## config.mk

```make
export PLATFORM = sky130hd
export DESIGN_NAME = sr_drive_sequencer
export DESIGN_NICKNAME = d
export VERILOG_FILES = /design/src/rtl/sr_seq_pkg.sv /design/src/rtl/sr_hold_counter.sv /design/src/rtl/sr_drive_sequencer.sv
export SDC_FILE = /design/constraint.sdc
export NUM_CORES = 1
export LEC_CHECK = 0
export BUFFER_PORTS_ARGS = -buffer_cell sky130_fd_sc_hd__clkbuf_2
export CORE_UTILIZATION = 25
export DETAILED_ROUTE_END_ITERATION = 8
export HOLD_SLACK_MARGIN = 0.06
export MAX_ROUTING_LAYER = met4
export PLACE_DENSITY_LB_ADDON = 0.2
export SLEW_MARGIN = 10
export SYNTH_ARGS = -nofsm -noshare
export SYNTH_HDL_FRONTEND = slang
export SYNTH_SLANG_ARGS = --single-unit
```

## constraint.sdc

```tcl
create_clock -name clk -period 1.9 [get_ports clk]
set_clock_uncertainty 0.15 [all_clocks]
set_input_delay 0.19 -clock clk [delete_from_list [all_inputs] [get_ports clk]]
set_output_delay 0.19 -clock clk [all_outputs]
set_load 0.01 [all_outputs]
```

## src/rtl/sr_seq_pkg.sv

```systemverilog
// Shared types and default widths for the SR flip-flop drive sequencer.
package sr_seq_pkg;

    localparam int unsigned HOLD_W_DEF = 4;
    localparam int unsigned CHG_W_DEF  = 8;

    typedef enum logic [1:0] {
        IDLE  = 2'd0,
        DRIVE = 2'd1,
        HOLD  = 2'd2
    } seq_state_t;

endpackage

```

## src/rtl/sr_hold_counter.sv

```systemverilog
// Down-counter for the post-action settle period: load, decrement, zero/last flags.
module sr_hold_counter #(
    parameter int unsigned W = 4
) (
    input  logic         clk,
    input  logic         rst,
    input  logic         load,
    input  logic [W-1:0] load_val,
    input  logic         dec,
    output logic         zero,
    output logic         last
);

    logic [W-1:0] cnt;

    always_ff @(posedge clk) begin
        if (rst) begin
            cnt <= '0;
        end else if (load) begin
            cnt <= load_val;
        end else if (dec && (cnt != '0)) begin
            cnt <= cnt - 1'b1;
        end
    end

    always_comb begin
        zero = (cnt == '0);
        last = (cnt == W'(1));
    end

endmodule

```

## src/rtl/sr_drive_sequencer.sv

```systemverilog
// Sequences set/reset pulses to a downstream SR flip-flop with per-request settle time.
// Optional feedback mismatch checker enabled by macro SR_FB_CHECK_EN.
module sr_drive_sequencer
    import sr_seq_pkg::*;
#(
    parameter int unsigned HOLD_W = HOLD_W_DEF,
    parameter int unsigned CHG_W  = CHG_W_DEF
) (
    input  logic              clk,
    input  logic              rst,
    input  logic              req_valid,
    output logic              req_ready,
    input  logic              req_target,
    input  logic [HOLD_W-1:0] req_hold,
    output logic              s,
    output logic              r,
    output logic              q_model,
    output logic              busy,
    output logic [CHG_W-1:0]  changes
`ifdef SR_FB_CHECK_EN
    ,
    input  logic              q_fb,
    output logic              fb_err
`endif
);

    seq_state_t state;
    seq_state_t next_state;
    logic       accept;
    logic       target_q;
    logic       hold_zero;
    logic       hold_last;

    assign accept = req_valid && req_ready;

    // The counter doubles as the latched hold value while DRIVE is in progress.
    sr_hold_counter #(
        .W (HOLD_W)
    ) u_hold_counter (
        .clk      (clk),
        .rst      (rst),
        .load     (accept),
        .load_val (req_hold),
        .dec      (state == HOLD),
        .zero     (hold_zero),
        .last     (hold_last)
    );

    always_ff @(posedge clk) begin
        if (rst) begin
            state <= IDLE;
        end else begin
            state <= next_state;
        end
    end

    always_comb begin
        next_state = state;
        case (state)
            IDLE: begin
                if (accept) begin
                    if (req_target != q_model) begin
                        next_state = DRIVE;
                    end else if (req_hold != '0) begin
                        next_state = HOLD;
                    end
                end
            end
            DRIVE:   next_state = hold_zero ? IDLE : HOLD;
            HOLD:    next_state = hold_last ? IDLE : HOLD;
            default: next_state = IDLE;
        endcase
    end

    always_comb begin
        req_ready = (state == IDLE) && !rst;
        busy      = (state != IDLE);
        s         = (state == DRIVE) && target_q;
        r         = (state == DRIVE) && !target_q;
    end

    always_ff @(posedge clk) begin
        if (rst) begin
            target_q <= 1'b0;
            q_model  <= 1'b0;
            changes  <= '0;
        end else begin
            if (accept) begin
                target_q <= req_target;
            end
            if (state == DRIVE) begin
                q_model <= target_q;
                if (changes != '1) begin
                    changes <= changes + 1'b1;
                end
            end
        end
    end

`ifdef SR_FB_CHECK_EN
    // The downstream flop may still be settling on the first edge after reset release.
    logic fb_first;

    always_ff @(posedge clk) begin
        if (rst) begin
            fb_err   <= 1'b0;
            fb_first <= 1'b1;
        end else begin
            fb_first <= 1'b0;
            if (!fb_first && (q_fb != q_model)) begin
                fb_err <= 1'b1;
            end
        end
    end
`endif

endmodule
```

**Word level (Yosys, flattened, before mapping)**

Cells that the tools add are included.
Widths: inputs -> output; s select.

- Register bits after elaboration: 16
- Bits in latches: 0
- Bits in writable memories: 0
- ROM bits: 0
- Input bits: 8
- Output and inout bits: 13
- Word-level logic and storage cells: 37
- Memories: 0

- $add $sub $neg: 2
- $mul: 0
- Div/mod/pow operators: 0
- Magnitude comparators: 0
- Eq/ne operators: 7
- Shifts and indexed selects: 0
- Multiplexer cells: 8
- Bitwise operators: 0
- Reduce and logical (&&, ||, !) cells: 15

Operators with widths:

| kind | number |
|---|---|
| $mux 2 | 5 |
| $add 8x1->8 const B | 1 |
| $mux 4 | 2 |
| $ne 8x8->1 const B | 1 |
| $reduce_bool 4->1 | 2 |
| $pmux 2 s3 | 1 |
| $logic_and 1x1->1 | 5 |
| $eq 4x1->1 const B | 1 |
| $logic_not 4->1 | 1 |
| $reduce_and 2->1 | 2 |
| $reduce_bool 2->1 | 2 |
| $sub 4x1->4 const B | 1 |
| $ne 3x3->1 const B | 1 |
| $eq 2x1->1 const B | 1 |
| $eq 2x2->1 const B | 1 |
| $logic_not 1->1 | 2 |
| $logic_not 2->1 | 1 |
| $ne 2x2->1 const B | 1 |
| $ne 1x1->1 | 1 |

**Logic depth before layout (Yosys ltp)**

Gate-level depths: netlist of run 1.

- Depth in word-level cells: 5
- Mapped depth: 5
- Gate-level depth less buffers: 5

**Hierarchy**

From an unflattened synthesis of run 1, not the netlist that was laid out.

- Cell total of the unflattened synthesis: 104
- Area, all modules: 929.6 µm²

By module, submodules not included:

| module | times used | cells an instance | area an instance (µm²) | sequential area each (µm²) |
|---|---|---|---|---|
| sr_drive_sequencer | 1 | 73 | 646.9 | 240.2 |
| sr_hold_counter | 1 | 31 | 282.8 | 80.1 |

**Least setup slack after synthesis of run 1**

Ideal clock, no wire load.

- Path type: register to register
- From: register changes[0]
- To: register changes[5]
- Library setup time: 0.071 ns
- Data arrival time: 1.365 ns
- Required time: 1.679 ns
- Path slack: 0.314 ns
- Stages on the path, launching flop included: 6
- Buffers on the path: 0
- Clock period less this slack: 1.586 ns
- Path through: dfxtp_1 ha_1 nand3_1 nor2_1 or4_1 a21oi_1

- Word-level cells in the longest chain between the ends: 2
- Elaborated cells on any way between the ends: 3
- Those cells by class: add/sub: 1; eq/ne: 1; reduce/logical: 1

RTL lines:

| element | line | text |
|---|---|---|
| from (decl) | sr_drive_sequencer.sv:19 | `output logic [CHG_W-1:0] changes` |
| from (signal assigned) | sr_drive_sequencer.sv:94 | `changes <= changes + 1'b1;` |
| branches (longest 2 deep; another with $add 8x1->8) | n/a |  |

Parallel ways; which one is timed is not known.
A chain may end at the register's enable or synchronous reset.

**Worst setup path in the final report of run 1**

- From: register state[1]
- To: output port s

- Word-level cells in the longest chain between the ends: 2

RTL lines:

| element | line | text |
|---|---|---|
| from (decl) | sr_drive_sequencer.sv:27 | `seq_state_t state;` |
| from (signal assigned) | sr_drive_sequencer.sv:53 | `state <= next_state;` |
| $eq 2x1->1 | sr_drive_sequencer.sv:78 | `s = (state == DRIVE) && target_q;` |
| $logic_and 1x1->1 | sr_drive_sequencer.sv:78 |  |
| to (decl) | sr_drive_sequencer.sv:15 | `output logic s,` |

No other way between the ends.

==> flow_summary.json, run 1 <==
{
  "start_util": 0.2685,
  "synth_edf_count": 0,
  "yosys-top-cells-area": "dfxtp_1 38%, a21oi_1 4.8%, ha_1 4.5%",
  "clk_path_buf_depth": 2,
  "ant_nets": 0,
  "area_growth_pct": 29.73,
  "power_frac_comb": 0.192,
  "fin_util": 0.3484,
  "dieWidth_um": 59.74,
  "power_frac_clock": 0.310,
  "cts_setup_buffers": 0,
  "final.setup.tns_ps": 0,
  "ys.flop_type": "dfxtp_1",
  "path_clk_slew_ps": 100,
  "place.gp.congestion": 0.8267,
  "synth_async_sr_flop_share": 0,
  "crit_chain": "and2b_2 > nand2_1 > inv_1 > clkbuf_2",
  "synth_top_area_frac": 0.3844,
  "overflow": 0,
  "relSlewSlack": 0.6962,
  "synth_area_um2": 833.3,
  "status": "finished clean",
  "vias_per_cell": 4.820,
  "synth_xor_area_frac": 0.04204,
  "rsz0062_at_grt": "false",
  "cts_tree": "done",
  "tightestPinTransition_ps": 444.2,
  "max_stage_delay_ps": 470,
  "drv_cap": 0,
  "worstHoldPathType": "input pin to register",
  "placementRows": 20,
  "ys_ff_latch": 16,
  "diodes": 0,
  "drc": 0,
  "worst_path_dominant_cell_family": "flip-flops",
  "h-tree-depth": 1,
  "yosys.area_share.adder": 0.04505,
  "syn_area_per_cell_um2": 8.865,
  "synth_top_family_by_area": "simple AND/OR/NAND/NOR gates",
  "yosysUniqueCellTypes": 39,
  "setup_violations": 0,
  "layout_setup_ws_ps": 242.3,
  "insertion_delay_ps": 290,
  "wl_per_cell_um": 11.10,
  "synth.largest_area_cell": "dfxtp_1",
  "dpl.hpwl_um": 1378,
  "p_sw_w": 0.0002079,
  "critPathBufInv": 2,
  "num_vias": 805,
  "max_freq_ghz": 0.6033,
  "postCtsResizedCells": 0,
  "grt_antenna_before_repair": 0,
  "yosysSeqAreaShare": 0.3844,
  "powerDensity_nw_per_um2": 697.8,
  "final_hold_viol_count": 0,
  "route.final.wire_length_um": 1853,
  "swShare": 0.2756,
  "worstSetupEndpointType": "output port",
  "grt_use_total": 0.1157,
  "max-vdd-ir-drop_mv": 0.3223,
  "die_h_um": 59.74,
  "grt_pass1_wl_um": 2980,
  "synth-simple-area-share": 0.2733,
  "dr.pass1.iters": 2,
  "cp.arrival_ps": 1320,
  "drv_slew": 0,
  "clock-sinks": 16,
  "pwr-share-seq": 0.498,
  "grt_max_degree": 16,
  "crit_fanout": 9,
  "dp_slack_ps": 272.6,
  "ctsRootBufferMaster": "clkbuf_4",
  "drive_gt1_frac": 0.2520,
  "period_minus_slack_ps": 1658,
  "drt_iter0_drc": 8,
  "cts_made_buffers": 3,
  "nets": 135,
  "crit_path_top_delay_cell": "dfxtp_1",
  "stdcell_area_um2": 1081,
  "timing.hold.ws_ps": 123.2,
  "finalCritPeriodShare": 0.8725,
  "yosysWarnings": 0,
  "p_int_w": 0.0005464,
  "port_buffers": 20,
  "start_kind": "register",
  "syn_inst": 94,
  "cp.required_ps": 1560,
  "hold_buffers": 5,
  "synth_fp_nets": 105,
  "ioPinCount": 21,
  "grt_pass1_vias": 696,
  "synth_compound_area_frac": 0.2012,
  "core_um2": 3103,
  "fill_cells": 356,
  "critPathKind": "register to output port",
  "synth_mux_area_frac": 0.02553,
  "dpl_cell_area_um2": 994.7,
  "dieArea_um2": 3568,
  "p_leak_nw": 0.4566
}
## sequential cells by signal, indices dropped and copies added, names as in the netlist
signal,cells
target_q,1
u_hold_counter.cnt,4
q_model,1
changes,8
state,2
## power groups by stage
stage / registers (W) / logic (W) / clock network (W)
floorplan: 0.000380 / 0.0000983 / 0
detailed placement: 0.000384 / 0.000138 / 0
finish: 0.000376 / 0.000145 / 0.000234
global placement: 0.000384 / 0.000137 / 0
CTS: 0.000376 / 0.000146 / 0.000243
global route: 0.000380 / 0.000162 / 0.000256
## worst min-delay path: stages
cell      delay, ps
clkbuf_2         90
nand2_1         180
nor2_1           70
## cell usage after synthesis, types with 2 or more instances
master     count
nand2b_1       3
nor3_1         3
nand2_1        6
o21a_1         3
xor2_1         2
a21oi_1        8
ha_1           3
o21ai_0        2
or3_1          3
dfxtp_1       16
nor2_1         8
inv_1          4
xnor2_1        2
nand3_1        4
nand4_1        2
a2bb2oi_1      2
## cell families after synthesis
logic type                 after synthesis
and+or+nand+nor                         38
AOI/OAI and AO/OA                       25
buffers and inverters                    6
DFF                                     16
xor gates and xnor gates                 4
adders and majority gates                3
muxes                                    2
## final timing paths
path,start,to,slack (ps),cells past startpoint
worst max-delay path,state[1],s,240,4
worst min register to register,q_model,q_model,340,2
worst min-delay path,req_valid,state[0],120,3
worst max register to register,changes[0],changes[5],250,5
## placed cells by master, fill, tap and decap left out, types with 2 or more instances in the layout
master / netlist / layout
or3_1: 3 / 3
a21oi_1: 8 / 8
nand2b_1: 3 / 3
nor2_1: 8 / 8
o21ai_0: 2 / 2
dfxtp_1: 16 / 16
buf_4: 0 / 2
ha_1: 3 / 3
a2bb2oi_1: 2 / 2
dlygate4sd3_1: 0 / 5
xor2_1: 2 / 2
nand2_1: 6 / 6
inv_1: 4 / 4
nand3_1: 4 / 4
o21a_1: 3 / 3
nor3_1: 3 / 3
clkbuf_2: 0 / 20
xnor2_1: 2 / 2
clkbuf_4: 0 / 3
nand4_1: 2 / 2
## per-stage QoR
step	total power [W]	cells
floorplan	0.0004788	94
global placement	0.0005209	158
detailed placement	0.0005216	158
CTS	0.0007649	167
global route	0.0007974	167
finish	0.0007544	167
## area by class of cell
cell class                 count  area (um2)  share of cell area
sequential                    16       320.3              0.2963
multi-input combinational     72       489.2              0.4525
inverter                       4       15.01             0.01389
clock buffer                   4       36.28             0.03356
timing repair buffer          27       165.2              0.1528
tap                           44       55.05             0.05093
## metal layers
layer	up-vias	wire length [um]	GRT usage
li1	406	-	-
met1	373	795	0.1278
met2	22	895	0.1873
met3	4	141	0.04762
met4	0	21	0.03987
met5	-	0	-
Note: power is estimated with default switching activity, not from simulation.
==> run 2, diff against run 1 <==
--- a/config.mk
+++ b/config.mk
@@ -7,6 +7,7 @@
 export LEC_CHECK = 0
 export BUFFER_PORTS_ARGS = -buffer_cell sky130_fd_sc_hd__clkbuf_2
 export CORE_UTILIZATION = 25
+export CTS_BUF_LIST = sky130_fd_sc_hd__clkbuf_8
 export DETAILED_ROUTE_END_ITERATION = 8
 export HOLD_SLACK_MARGIN = 0.06
 export MAX_ROUTING_LAYER = met4
==> constraint.sdc (replaced) <==
create_clock -name clk -period 2 [get_ports clk]
set_clock_uncertainty 0.15 [all_clocks]
set_input_delay 0.2 -clock clk [delete_from_list [all_inputs] [get_ports clk]]
set_output_delay 0.2 -clock clk [all_outputs]
set_load 0.01 [all_outputs]
==> run 2 against run 1 <==
  * Sequential share of layout area increased by 0.31 points
  * Count of clock-buffer cells in the layout unchanged
  * Cell count decreased by 1.8%
  * Wire length decreased by 1.6%
  * Final area decreased by 1.0%
  * Sequential power decreased by 5%
  * First-iteration DRC count increased to 3.4 times the previous value
  * Hold slack got worse by 37 ps
  * Non-clock buffer count decreased by 3
  * Largest cell class unchanged
  * Highest routed layer unchanged
==> flow_summary.json, run 2 (synthesis gave the netlist of run 1 again) <==
{
  "grt_antenna_before_repair": 0,
  "place.gp.congestion": 0.8292,
  "grt_max_degree": 16,
  "path_clk_slew_ps": 70,
  "p_leak_nw": 0.4518,
  "dpl.hpwl_um": 1350,
  "register_area_um2": 320.3,
  "area_growth_pct": 28.38,
  "max_stage_delay_ps": 470,
  "h-tree-depth": 1,
  "dieArea_um2": 3568,
  "clk_path_buf_depth": 2,
  "fin_util": 0.3448,
  "cts_setup_buffers": 0,
  "ant_nets": 0,
  "grt_pass1_wl_um": 3146,
  "dr.pass1.iters": 4,
  "drv_cap": 0,
  "diodes": 0,
  "largestRegisters": "changes: 8 flops, u_hold_counter.cnt: 4 flops, state: 2 flops",
  "worstSetupEndpointType": "register",
  "cp.required_ps": 2040,
  "dieWidth_um": 59.74,
  "cts_made_buffers": 3,
  "clock-sinks": 16,
  "wl_per_cell_um": 11.12,
  "powerDensity_nw_per_um2": 733.2,
  "start_util": 0.2685,
  "start_kind": "register",
  "placementRows": 20,
  "stdcell_area_um2": 1070,
  "timing.hold.ws_ps": 86.13,
  "insertion_delay_ps": 250,
  "final_cell_mix": "20 x clkbuf_2, 16 x dfxtp_1, 8 x nor2_1, 8 x a21oi_1, 6 x nand2_1",
  "rsz0062_at_grt": "false",
  "die_h_um": 59.74,
  "grt_use_total": 0.1247,
  "multi_input_area_um2": 489.2,
  "drc": 0,
  "nets": 132,
  "setup_violations": 0,
  "crit_path_top_delay_cell": "or4_1",
  "route.final.wire_length_um": 1824,
  "critPathKind": "register to register",
  "final_hold_viol_count": 0,
  "period_minus_slack_ps": 1654,
  "grt_pass1_vias": 690,
  "max_freq_ghz": 0.6045,
  "worstHoldPathType": "input pin to register",
  "tightestPinTransition_ps": 364.4,
  "final.setup.tns_ps": 0,
  "num_vias": 767,
  "cts_tree": "done",
  "fill_cells": 351,
  "core_um2": 3103,
  "mostFrequentLayoutCell": "clkbuf_2",
  "dpl_cell_area_um2": 994.7,
  "max-vdd-ir-drop_mv": 0.3937,
  "relSlewSlack": 0.7508,
  "port_buffers": 20,
  "overflow": 0,
  "ioPinCount": 21,
  "vias_per_cell": 4.677,
  "drv_slew": 0,
  "largest_reg_flops": 8,
  "ff2ff_setup_slack_ps": 350,
  "cp.arrival_ps": 1690,
  "largest_register": "changes",
  "ctsRootBufferMaster": "clkbuf_8",
  "crit_fanout": 4,
  "drt_iter0_drc": 27,
  "finalCritPeriodShare": 0.8271,
  "drive_gt1_frac": 0.2583,
  "status": "finished clean",
  "crit_chain": "ha_1 > nand3_1 > nor2_1 > or4_1 > a21oi_1",
  "fin_total_pwr_w": 0.0007844
}
-- run 2: changes by cell type in the layout (fill, tap and decap cells not counted), sizes merged --
cell	change
dlygate4sd3	-3
-- run 2: where the power goes --
part / switching, W / internal (W) / leakage (nW)
Clock: 0.000119 / 0.000175 / 0.0288
Sequential: 0.0000218 / 0.000336 / 0.130
Combinational: 0.0000643 / 0.0000679 / 0.293
-- run 2: metrics by stage --
step                      instances  worst slack [ps]
after global routing            164             213.8
after floorplan                  94             414.4
after CTS                       164             352.5
after global placement          158             381.0
after detailed placement        158             367.6
final                           164             345.7
-- run 2: per-layer routing --
| layer | vias up | wire, um | global-route usage |
|---|---|---|---|
| li1 | 398 | - | - |
| met1 | 343 | 872 | 0.1466 |
| met2 | 24 | 825 | 0.1921 |
| met3 | 2 | 109 | 0.04545 |
| met4 | 0 | 17 | 0.04983 |
| met5 | - | 0 | - |
-- run 2: area by class of cell --
| class | count | area share |
|---|---|---|
| well taps | 44 | 0.05146 |
| repair buffers | 24 | 0.1263 |
| flip-flops and latches | 16 | 0.2994 |
| multi-input cells | 72 | 0.4573 |
| inverters | 4 | 0.01404 |
| clock buffers | 4 | 0.05146 |
-- run 2: worst max-delay path: cells and delay by family (launching register included) --
kind,cells,cell delay [ps]
DFF,1,370
and+or+nand+nor,3,660
AOI/OAI and AO/OA,1,140
adders and majority gates,1,270
-- run 2: path summary, 6_finish.rpt --
check / cells past startpoint / start / to
worst max-delay path: 5 / changes[0] / changes[5]
worst min-delay path: 3 / req_hold[1] / u_hold_counter.cnt[1]
worst max register to register: 5 / changes[0] / changes[5]
worst min register to register: 2 / u_hold_counter.cnt[1] / u_hold_counter.cnt[1]
-- run 2: timing repair --
| item | CTS | global route |
|---|---|---|
| resized for setup | 0 | 0 |
| endpoints found under the hold margin | 2 | 0 |
| hold buffers | 2 | 0 |
==> run 3, diff against run 2 <==
--- a/config.mk
+++ b/config.mk
@@ -5,6 +5,7 @@
 export SDC_FILE = /design/constraint.sdc
 export NUM_CORES = 1
 export LEC_CHECK = 0
+export ABC_AREA = 1
 export BUFFER_PORTS_ARGS = -buffer_cell sky130_fd_sc_hd__clkbuf_2
 export CORE_UTILIZATION = 25
 export CTS_BUF_LIST = sky130_fd_sc_hd__clkbuf_8
==> constraint.sdc (replaced) <==
create_clock -name clk -period 1.4 [get_ports clk]
set_clock_uncertainty 0.15 [all_clocks]
set_input_delay 0.14 -clock clk [delete_from_list [all_inputs] [get_ports clk]]
set_output_delay 0.14 -clock clk [all_outputs]
set_load 0.01 [all_outputs]
==> run 3 against run 2 <==
  * Core utilization increased by 4.5 points
  * Non-clock buffer count increased by 16
  * Final area increased by 26%
  * First-iteration DRC count increased by 63%
  * Register-to-register slack got worse by 290 ps
  * Largest cell class unchanged
  * Highest routed layer unchanged
==> flow_summary.json, run 3 <==
{
  "worst_path_dominant_cell_family": "flip-flops",
  "drc": 0,
  "tightestPinTransition_ps": 232.4,
  "dr.pass1.iters": 4,
  "final_hold_viol_count": 0,
  "synth_top_area_frac": 0.3386,
  "vias_per_cell": 4.457,
  "crit_fanout": 2,
  "ioPinCount": 21,
  "crit_chain": "ha_1 > inv_1 > nor2_2 > buf_4 > xor2_1 > nand2_1 > a21oi_2",
  "grt_use_total": 0.1337,
  "ys_top_cells_by_count": "32 x nand2_1, 23 x nor2_1, 16 x dfxtp_1",
  "ant_nets": 0,
  "drive_gt1_frac": 0.3859,
  "timing.hold.ws_ps": 71.94,
  "crit_path_top_delay_cell": "dfxtp_2",
  "ys.flop_type": "dfxtp_1",
  "grt_pass1_wl_um": 4029,
  "largest_register": "changes",
  "final_cell_mix": "32 x nand2_1, 21 x nor2_1, 19 x clkbuf_2, 18 x buf_4, 14 x inv_1",
  "synth_area_um2": 945.9,
  "place.gp.congestion": 0.8368,
  "cts_made_buffers": 3,
  "cts_tree": "done",
  "largest_reg_flops": 8,
  "setup_violations": 0,
  "yosys-top-cells-area": "dfxtp_1 34%, nand2_1 13%, nor2_1 9.1%",
  "wl_per_cell_um": 10.54,
  "route.final.wire_length_um": 2424,
  "powerDensity_nw_per_um2": 884.8,
  "mostFrequentLayoutCell": "nand2_1",
  "num_vias": 1025,
  "cp.arrival_ps": 1390,
  "dieWidth_um": 63.51,
  "dpl.hpwl_um": 1717,
  "fin_cells": 230,
  "grt_max_degree": 10,
  "h-tree-depth": 1,
  "synth_fp_nets": 153,
  "p_leak_nw": 0.6298,
  "placementRows": 21,
  "drv_cap": 0,
  "period_minus_slack_ps": 1349,
  "placed_cells": 217,
  "dieArea_um2": 4034,
  "insertion_delay_ps": 260,
  "start_kind": "register",
  "grt_pass1_vias": 947,
  "max-vdd-ir-drop_mv": 0.5571,
  "synth_async_sr_flop_share": 0,
  "yosysSeqAreaShare": 0.3386,
  "drv_slew": 0,
  "max_freq_ghz": 0.7414,
  "synth.largest_area_cell": "dfxtp_1",
  "ctsRootBufferMaster": "clkbuf_8",
  "critPathKind": "register to register",
  "relSlewSlack": 0.8434,
  "yosysMostFrequentCell": "nand2_1",
  "finalCritPeriodShare": 0.9634,
  "core_um2": 3468,
  "ys_ff_latch": 16,
  "status": "finished clean",
  "yosysUniqueCellTypes": 23,
  "port_buffers": 20,
  "area_growth_pct": 42.99,
  "synth_edf_count": 0,
  "nets": 196,
  "critPathBufInv": 2,
  "yosysWarnings": 0,
  "start_util": 0.2727,
  "overflow": 0,
  "dpl_cell_area_um2": 1179,
  "clock-sinks": 16,
  "fin_total_pwr_w": 0.001197,
  "stdcell_area_um2": 1353,
  "path_clk_slew_ps": 70,
  "syn_inst": 142,
  "largestRegisters": "changes: 8 flops, u_hold_counter.cnt: 4 flops, state: 2 flops",
  "clk_path_buf_depth": 2,
  "worstHoldPathType": "input pin to register",
  "cp.required_ps": 1440,
  "grt_antenna_before_repair": 0,
  "worstSetupEndpointType": "register",
  "max_stage_delay_ps": 330,
  "drt_iter0_drc": 44,
  "diodes": 0,
  "die_h_um": 63.51,
  "syn_area_per_cell_um2": 6.661
}
[run 3: through the flow]
| stage | TNS, ps | worst slack [ps] | utilization |
|---|---|---|---|
| after floorplan | 0 | 55.13 | - |
| after global placement | 0 | 30.41 | 0.3398 |
| after detailed placement | 0 | 3.936 | 0.3398 |
| after CTS | 0 | 0.5738 | 0.3770 |
| after global routing | -17.71 | -9.337 | 0.3900 |
| final | 0 | 51.17 | 0.3900 |
[run 3: metal layers]
layer  GRT usage  share of wire  vias up
met5           -              0        -
li1            -              -      532
met2      0.2234           0.49       20
met3     0.04348          0.039        7
met1      0.1461           0.45      466
met4     0.05114          0.020        0
[run 3: area by class of cell]
cell class	instances	area (um2)
fillers	375	2116
multi-input cells	104	576.8
flip-flops and latches	16	330.3
repair buffers	40	255.2
inverters	20	77.57
well taps	46	57.56
clock buffers	4	55.05
[run 3: what timing repair did]
| item | 4_1_cts | 5_1_grt |
|---|---|---|
| setup buffers | 6 | 1 |
| pin swaps | 3 | 3 |
| hold buffers | 2 | 0 |
| hold endpoints to repair | 3 | 0 |
| gates cloned | 0 | 0 |
| gates resized for setup | 4 | 13 |
| endpoints found under the setup margin | 3 | 14 |
[run 3: final timing paths]
check	from	endpoint	slack (ps)	depth (start not counted)
max	changes[0]	changes[4]	50	7
min	req_hold[3]	u_hold_counter.cnt[3]	70	5
max reg2reg	changes[0]	changes[4]	50	7
min reg2reg	u_hold_counter.cnt[1]	u_hold_counter.cnt[1]	340	2
[run 3: worst reg2reg max path: stages (launching register included)]
cell	delay (ps)
dfxtp_2	330
ha_1	160
inv_1	70
nor2_2	110
buf_4	130
xor2_1	140
nand2_1	90
a21oi_2	110
[run 3: report_power, final]
part	switching (W)	internal (W)	total [W]	leakage, nW
clock network	0.000181	0.000250	0.000432	0.0288
logic	0.000151	0.000114	0.000265	0.468
registers	0.0000208	0.000480	0.000501	0.133
total	0.000353	0.000844	0.00120	0.630
[run 3: kinds of logic after synthesis]
| group | synth area share |
|---|---|
| AOI/OAI and AO/OA | 0.08201 |
| xor gates and xnor gates | 0.04630 |
| adders and majority gates | 0.03969 |
| buffers and inverters | 0.09259 |
| DFF | 0.3386 |
| and+or+nand+nor | 0.4008 |
